===== config.mk =====
export PLATFORM = sky130hd
export DESIGN_NAME = sd_three_phase_decoder
export DESIGN_NICKNAME = d
export VERILOG_FILES = /design/src/rtl/sd_three_phase_decoder.sv
export SDC_FILE = /design/constraint.sdc
export NUM_CORES = 1
export LEC_CHECK = 0
export CORE_MARGIN = 3
export CORE_UTILIZATION = 25
export CTS_CLUSTER_DIAMETER = 60
export DETAILED_ROUTE_END_ITERATION = 16
export HOLD_SLACK_MARGIN = 0.02
export SLEW_MARGIN = 10
export SYNTH_ARGS = -nofsm -noshare
export SYNTH_HDL_FRONTEND = slang
export SYNTH_SLANG_ARGS = --single-unit

===== constraint.sdc =====
create_clock -name clk -period 26.1 [get_ports clk]
set_input_delay 5.22 -clock clk [delete_from_list [all_inputs] [get_ports clk]]
set_output_delay 5.22 -clock clk [all_outputs]
set_load 0.01 [all_outputs]

===== src/rtl/sd_three_phase_decoder.sv =====
// Three-phase sigma-delta decoder.
// Each phase bitstream (1 = +1, 0 = -1) goes through a 2nd-order CIC
// decimator. All three phases share one decimation counter, so their
// samples stay time-aligned. The phase-A samples also feed a rising
// zero-crossing detector, which measures the phase-A period in output
// samples and reports the rotation direction.
module sd_three_phase_decoder #(
    parameter int SD_OUT_BW = 16,
    parameter int DEC_LOG2  = 6,
    parameter int PER_BW    = 16
) (
    input  logic                        clk,
    input  logic                        rst,
    input  logic                        bsA,
    input  logic                        bsB,
    input  logic                        bsC,
    output logic signed [SD_OUT_BW-1:0] outA,
    output logic signed [SD_OUT_BW-1:0] outB,
    output logic signed [SD_OUT_BW-1:0] outC,
    output logic                        out_valid,
    output logic [PER_BW-1:0]           period_a,
    output logic                        period_valid,
    output logic                        dir_fwd
);
    // The CIC gain is R**2 = 2**(2*DEC_LOG2), so W bits hold +/-R**2 with
    // room to spare. Modular wrap inside the integrators is harmless
    // because the combs take differences.
    localparam int W      = 2*DEC_LOG2 + 2;
    localparam int SHIFT  = SD_OUT_BW - 1 - 2*DEC_LOG2;
    localparam int EXT_BW = SD_OUT_BW + W;

    localparam logic signed [EXT_BW-1:0] OUT_MAX =
        {{(W+1){1'b0}}, {(SD_OUT_BW-1){1'b1}}};
    localparam logic signed [EXT_BW-1:0] OUT_MIN =
        {{(W+1){1'b1}}, {(SD_OUT_BW-1){1'b0}}};

    // ------------------------------------------------------------------
    // Shared decimation timing
    // ------------------------------------------------------------------
    logic [DEC_LOG2-1:0] dec_cnt_q;
    logic                dec_tick;
    logic                tick_q;

    // R is a power of two, so the tick is simply "counter is all ones".
    assign dec_tick = &dec_cnt_q;

    // Free-running decimation counter; tick_q marks the clk after a tick.
    always_ff @(posedge clk or posedge rst) begin
        if (rst) begin
            dec_cnt_q <= '0;
            tick_q    <= 1'b0;
        end else begin
            dec_cnt_q <= dec_cnt_q + DEC_LOG2'(1);
            tick_q    <= dec_tick;
        end
    end

    // ------------------------------------------------------------------
    // Per-phase CIC decimators (index 0 = A, 1 = B, 2 = C)
    // ------------------------------------------------------------------
    logic [2:0]             bs_vec;
    logic [3*SD_OUT_BW-1:0] sample_flat;

    assign bs_vec = {bsC, bsB, bsA};

    for (genvar gi = 0; gi < 3; gi++) begin : g_phase
        logic signed [W-1:0]         in_pm1;
        logic signed [W-1:0]         int1_q;
        logic signed [W-1:0]         int2_q;
        logic signed [W-1:0]         dly1_q;
        logic signed [W-1:0]         dly2_q;
        logic signed [W-1:0]         comb_q;
        logic signed [W-1:0]         comb1;
        logic signed [W-1:0]         comb2;
        logic signed [EXT_BW-1:0]    comb_ext;
        logic signed [EXT_BW-1:0]    scaled;
        logic signed [SD_OUT_BW-1:0] sample;

        // Map the bit to +1 / -1 in W-bit two's complement.
        assign in_pm1 = bs_vec[gi] ? W'(1) : {W{1'b1}};

        // Comb stages use differential delay 1 at the decimated rate.
        assign comb1 = int2_q - dly1_q;
        assign comb2 = comb1 - dly2_q;

        // Integrators run every clk; comb delays and the result move only on the tick.
        always_ff @(posedge clk or posedge rst) begin
            if (rst) begin
                int1_q <= '0;
                int2_q <= '0;
                dly1_q <= '0;
                dly2_q <= '0;
                comb_q <= '0;
            end else begin
                int1_q <= int1_q + in_pm1;
                int2_q <= int2_q + int1_q;
                if (dec_tick) begin
                    dly1_q <= int2_q;
                    dly2_q <= comb1;
                    comb_q <= comb2;
                end
            end
        end

        // Sign-extend before shifting, so the full-scale positive result
        // can be seen and clamped instead of wrapping.
        assign comb_ext = {{(EXT_BW-W){comb_q[W-1]}}, comb_q};

        if (SHIFT >= 0) begin : g_shl
            assign scaled = comb_ext <<< SHIFT;
        end else begin : g_shr
            assign scaled = comb_ext >>> (-SHIFT);
        end

        // Saturate into the signed output range; the most negative code passes as-is.
        always_comb begin
            if (scaled > OUT_MAX) begin
                sample = OUT_MAX[SD_OUT_BW-1:0];
            end else if (scaled < OUT_MIN) begin
                sample = OUT_MIN[SD_OUT_BW-1:0];
            end else begin
                sample = scaled[SD_OUT_BW-1:0];
            end
        end

        assign sample_flat[gi*SD_OUT_BW +: SD_OUT_BW] = sample;
    end

    // ------------------------------------------------------------------
    // Output registers, zero-crossing detection and period measurement
    // ------------------------------------------------------------------
    logic signed [SD_OUT_BW-1:0] sample_a;
    logic signed [SD_OUT_BW-1:0] sample_b;
    logic signed [SD_OUT_BW-1:0] sample_c;

    logic signed [SD_OUT_BW-1:0] out_a_q;
    logic signed [SD_OUT_BW-1:0] out_b_q;
    logic signed [SD_OUT_BW-1:0] out_c_q;
    logic                        out_valid_q;
    logic                        period_valid_q;
    logic                        dir_fwd_q;
    logic                        prev_neg_q;
    logic                        armed_q;
    logic [PER_BW-1:0]           per_cnt_q;
    logic [PER_BW-1:0]           per_cnt_d;
    logic [PER_BW-1:0]           period_a_q;
    logic                        crossing;

    assign sample_a = sample_flat[0*SD_OUT_BW +: SD_OUT_BW];
    assign sample_b = sample_flat[1*SD_OUT_BW +: SD_OUT_BW];
    assign sample_c = sample_flat[2*SD_OUT_BW +: SD_OUT_BW];

    // The saturating increment also serves as the period value loaded at a
    // crossing, so a crossing sample is counted as part of its period.
    assign per_cnt_d = (&per_cnt_q) ? per_cnt_q : per_cnt_q + PER_BW'(1);

    // Rising crossing: the previous A sample was negative, the new one is not.
    assign crossing = prev_neg_q & ~sample_a[SD_OUT_BW-1];

    // Publish samples on the clk after a tick; the crossing logic works on the same sample.
    always_ff @(posedge clk or posedge rst) begin
        if (rst) begin
            out_a_q        <= '0;
            out_b_q        <= '0;
            out_c_q        <= '0;
            out_valid_q    <= 1'b0;
            period_valid_q <= 1'b0;
            dir_fwd_q      <= 1'b0;
            prev_neg_q     <= 1'b0;
            armed_q        <= 1'b0;
            per_cnt_q      <= '0;
            period_a_q     <= '0;
        end else begin
            out_valid_q    <= tick_q;
            period_valid_q <= 1'b0;
            if (tick_q) begin
                out_a_q    <= sample_a;
                out_b_q    <= sample_b;
                out_c_q    <= sample_c;
                prev_neg_q <= sample_a[SD_OUT_BW-1];
                if (crossing) begin
                    // The first crossing after reset only arms the measurement.
                    per_cnt_q <= '0;
                    armed_q   <= 1'b1;
                    dir_fwd_q <= sample_b[SD_OUT_BW-1];
                    if (armed_q) begin
                        period_a_q     <= per_cnt_d;
                        period_valid_q <= 1'b1;
                    end
                end else begin
                    per_cnt_q <= per_cnt_d;
                end
            end
        end
    end

    assign outA         = out_a_q;
    assign outB         = out_b_q;
    assign outC         = out_c_q;
    assign out_valid    = out_valid_q;
    assign period_a     = period_a_q;
    assign period_valid = period_valid_q;
    assign dir_fwd      = dir_fwd_q;

endmodule


# Word level (Yosys, flattened, before mapping)
# Index checks and enable logic that the tools add are counted.
# classes
n_addsub	14
order_cmp	6
n_mux	14
bitwise	2
n_reduce_logical	4
# ops
cell	n
16-bit two-way mux	8
14-bit adder	6
14-bit subtractor	6
17-bit by 16-bit greater-than comparator with 1-bit output (second input constant)	3
17-bit by 16-bit less-than comparator with 1-bit output (second input constant)	3
14-bit two-way mux	3
16-bit by 1-bit adder with 16-bit output (second input constant)	1
16-bit AND reduction	1
6-bit by 1-bit adder with 6-bit output (second input constant)	1
6-bit AND reduction	1
1-bit two-way mux	3
3-bit AND reduction	1
2-bit AND reduction	1
1-bit AND	1
1-bit inverter	1
# totals
ff_bits	302

# Longest topological paths before layout
# logic_depth
ltp_word	7
mapped_depth	20
mapped_depth_nobuf	20

# Worst setup path before layout
# Ideal clock, no wire load.
# synth_timing
path_kind	input port to flip-flop
start	input port bsA
end	register g_phase[0].int1_q[13]
setup_time_ns	0.080
arrival_time_ns	7.297
setup_slack_ns	18.723
cell_stages	10
path_cell_list	inv_1 > ha_1 > a21o_1 > a21oi_1 > a21boi_1 > a31o_1 > or4_1 > a41o_1 > a21oi_2 > xnor2_1
# synth_via
elab_chain_cells	2
# synth_lines
item	line_no	source
start: declaration	14	input logic bsA,
14-bit two-way mux	80	assign in_pm1 = bs_vec[gi] ? W'(1) : {W{1'b1}};
14-bit adder	95	int1_q <= int1_q + in_pm1;
end signal: assignment	95	
end: declaration	68	logic signed [W-1:0] int1_q;
# No other way between the ends.
# A chain may end at the register's enable or synchronous reset.

# Final worst setup path
# layout_timing
start	input port bsC
end	register g_phase[2].int1_q[13]
# layout_via
elab_chain_cells	2
# layout_lines
item	line_no	source
start: declaration	16	input logic bsC,
14-bit two-way mux	80	
14-bit adder	95	
end signal: assignment	95	
end: declaration	68	
# No other way between the ends.

==> flow_metrics.py <==
metrics = {
    "synth": {
        "synth_edf_count": 0,
        "synth_compound_area_share_pct": 17.8,
        "synth_xor_area_share_pct": 8.00,
        "synth_top_family_by_area": "compound AO/OA/AOI/OAI gates",
        "synth.most_common_cell": "dfrtp_1",
        "synth_nets": 1970,
        "synthTopCellsByCount": "dfrtp_1, nand2_1, o21ai_0",
        "syn_inst": 1798,
        "synthMuxAreaShare_pct": 2.02,
        "synth-main-ff-cell": "dfrtp_1",
        "syn-cell-area_sq_um": 17200,
        "synth_area_leaders": "dfrtp_1, ha_1, xnor2_1",
        "syn_area_per_cell_sq_um": 9.56,
        "yosys.area.top_type_share_pct": 43.0,
        "synth_adder_area_share_pct": 12.7,
        "async_flop_share_pct": 100,
        "yosysWarnings": 0,
        "ys_ff_latch": 295,
        "yosys.area_share.simple_pct": 11.7,
        "ys_seq_area_share_pct": 43.0,
        "yosysTopAreaCell": "dfrtp_1",
        "ys_types": 72,
    },
    "floorplan": {
        "start_util_pct": 25.4,
        "dieHeight_microns": 268,
        "num_rows": 95,
        "die-area_sq_um": 71900,
        "die_x_microns": 268,
        "io_pins": 72,
        "coreArea_sq_um": 67600,
    },
    "clocking": {
        "holdBufCountCts": 0,
        "cts.sinks": 295,
        "cts_buffers": 30,
        "cts_tree": "built",
        "post_cts_buffers": 0,
        "cts_root_buffer": "clkbuf_16",
        "cts_resized": 0,
        "clk_latency_ps": 560,
        "htree_levels": 1,
        "cts.clk_slew.worst_paths_ps": 60,
        "cts_buffer_depth": 3,
    },
    "min_path": {
        "hold_path_depth": 2,
        "hp-class": "reg2reg",
    },
    "power_and_ir_drop": {
        "finalPower_mw": 2.43,
        "power_density_nw_per_um2": 122,
        "leakagePower_nw": 8.54,
        "vdd_drop_max_mv": 0.0601,
    },
    "sta": {
        "slew_violations": 0,
        "timing.fmax_ghz": 0.132,
        "fin_worst_skew_ps": 13.7,
        "slew_headroom_pct": 29.2,
        "min_period_ps": 7580,
        "hold_viol": 0,
        "finalSetupViolCount": 0,
        "worstMarginPinSlew_ps": 1060,
        "finalSetupTns_ps": 0,
        "min_period_over_period_pct": 29.0,
        "rsz0062_at_grt": "no",
    },
    "global_route": {
        "grt_overflow": 0,
        "grt_pass1_vias": 12375,
        "grt_use_total_pct": 9.56,
        "antenna_found_initial": 1,
        "grt_pass1_wl_mm": 59.5,
        "grt_max_degree": 174,
    },
    "setup_path": {
        "cp-end-kind": "flop",
        "reg2reg_depth": 20,
        "cp.required_ps": 26580,
        "arrival_ps": 8050,
        "crit_fanout": 13,
        "crit_path_start_kind": "primary input",
        "critPathKind": "in2reg",
    },
    "routing": {
        "drt_iter0_drc": 733,
        "wl_per_cell_microns": 12.3,
        "wirelength_mm": 33.9,
        "drc": 0,
        "antenna_left": 0,
        "vias": 12348,
        "drt_pre_antenna_iters": 5,
        "viasPerCell": 4.50,
    },
    "placement": {
        "gp_congestion": 0.836,
        "post-dp-hpwl_mm": 24.4,
        "port_buffers": 71,
    },
    "job": {
        "cap_viol_max_count": 0,
    },
    "status": {
        "status": "complete, no violations",
    },
    "layout": {
        "drive_gt1_share_pct": 6.04,
        "diodes": 0,
        "area_growth_pct": 15.4,
        "fin_nets": 2021,
    },
}
path summary, 6_finish.rpt:
kind	start	to	slack, ps
setup reg to reg	g_phase[1].int2_q[0]	g_phase[1].comb_q[13]	22130
hold / removal	g_phase[1].comb_q[5]	g_phase[1].comb_q[5]	470
hold reg to reg	g_phase[1].comb_q[5]	g_phase[1].comb_q[5]	470
min in group asynchronous	rst	outC[9]	5210
setup / recovery	bsC	g_phase[2].int1_q[13]	18520
max in group asynchronous	rst	tick_q	19380
worst max-delay path, cell delays in order:
cell and delay [ps]:
clkdlybuf4s50_1 440, inv_1 400, ha_1 400, a21o_1 230, a21oi_1 140, a21boi_1 70
a31o_1 190, or4_1 420, a41o_1 240, a21oi_2 160, xnor2_1 140
layer usage:
layer | vias to the layer above | GRT usage, % | share of wire, % | wire, microns
met3 | 46 | 1.04 | 2.8 | 950
met4 | 2 | 2.61 | 1.9 | 640
li1 | 6320 | - | - | -
met2 | 141 | 16.4 | 46 | 15700
met5 | - | 0 | 0.038 | 13
met1 | 5839 | 12.8 | 49 | 16600
state kept, by name, summed over array words and instances, names as in the netlist, 6 cells and up:
name            cells
g_phase.comb_q     42
g_phase.dly1_q     42
outB               14
dec_cnt_q           6
g_phase.int2_q     42
outA               14
outC               14
period_a           16
per_cnt_q          16
g_phase.int1_q     42
g_phase.dly2_q     42
cells in the final DEF, fill, tap and decap left out, drive strengths merged, types with 6 or more instances in the layout:
cell / Yosys / final
clkbuf: 46 / 44
dfrtp: 295 / 295
xnor2: 108 / 108
inv: 160 / 160
nor2: 79 / 79
nand2: 209 / 209
o211ai: 31 / 31
xor2: 49 / 49
o21a: 19 / 19
clkdlybuf4s50: 0 / 71
a31o: 8 / 8
o31ai: 12 / 12
nand3: 20 / 20
a31oi: 9 / 9
mux2: 29 / 29
nand4: 13 / 13
ha: 155 / 155
or2: 6 / 6
a21oi: 114 / 114
nand2b: 21 / 21
nor3: 20 / 20
fa: 12 / 12
and3: 10 / 10
and2: 8 / 8
o21ai: 206 / 206
a41o: 7 / 7
nor2b: 23 / 23
o21bai: 15 / 15
a21o: 40 / 40
where the power goes:
part           leakage [nW]  switching [mW]  internal, mW
clock network         0.486           0.180         0.252
registers              3.91          0.0647         0.535
logic                  4.14           0.756         0.638
final cells by class:
| type | count | area (sq um) |
|---|---|---|
| clock buffers | 44 | 915 |
| clock inverters | 11 | 96.3 |
| fillers | 6957 | 47800 |
| inverters | 160 | 611 |
| multi-input cells | 1287 | 8970 |
| flip-flops and latches | 295 | 7380 |
| well taps | 873 | 1090 |
| repair buffers | 75 | 753 |
kinds of logic (layout without fill, tap and decap cells):
logic type | Yosys count | after routing
AND/OR/NAND/NOR | 435 | 435
adder cells (fa/ha/maj) | 167 | 167
flip-flops | 295 | 295
multiplexers | 31 | 31
AO/OA/AOI/OAI | 497 | 497
XOR/XNOR | 157 | 157
buffers and inverters | 216 | 290
per-stage QoR:
stage	utilization (%)	hold slack (ps)	cell area [sq um]	cells	worst slack, ps
3_5_place_dp	27.8	456	18800	2690	17970
5_1_grt	29.3	495	19800	2745	18320
6_report	29.3	467	19800	2745	18520
2_1_floorplan	-	435	17200	1798	12730
4_1_cts	29.3	476	19800	2745	18570
3_3_place_gp	27.8	450	18800	2690	18080
Power figures use the tool's default switching activity.
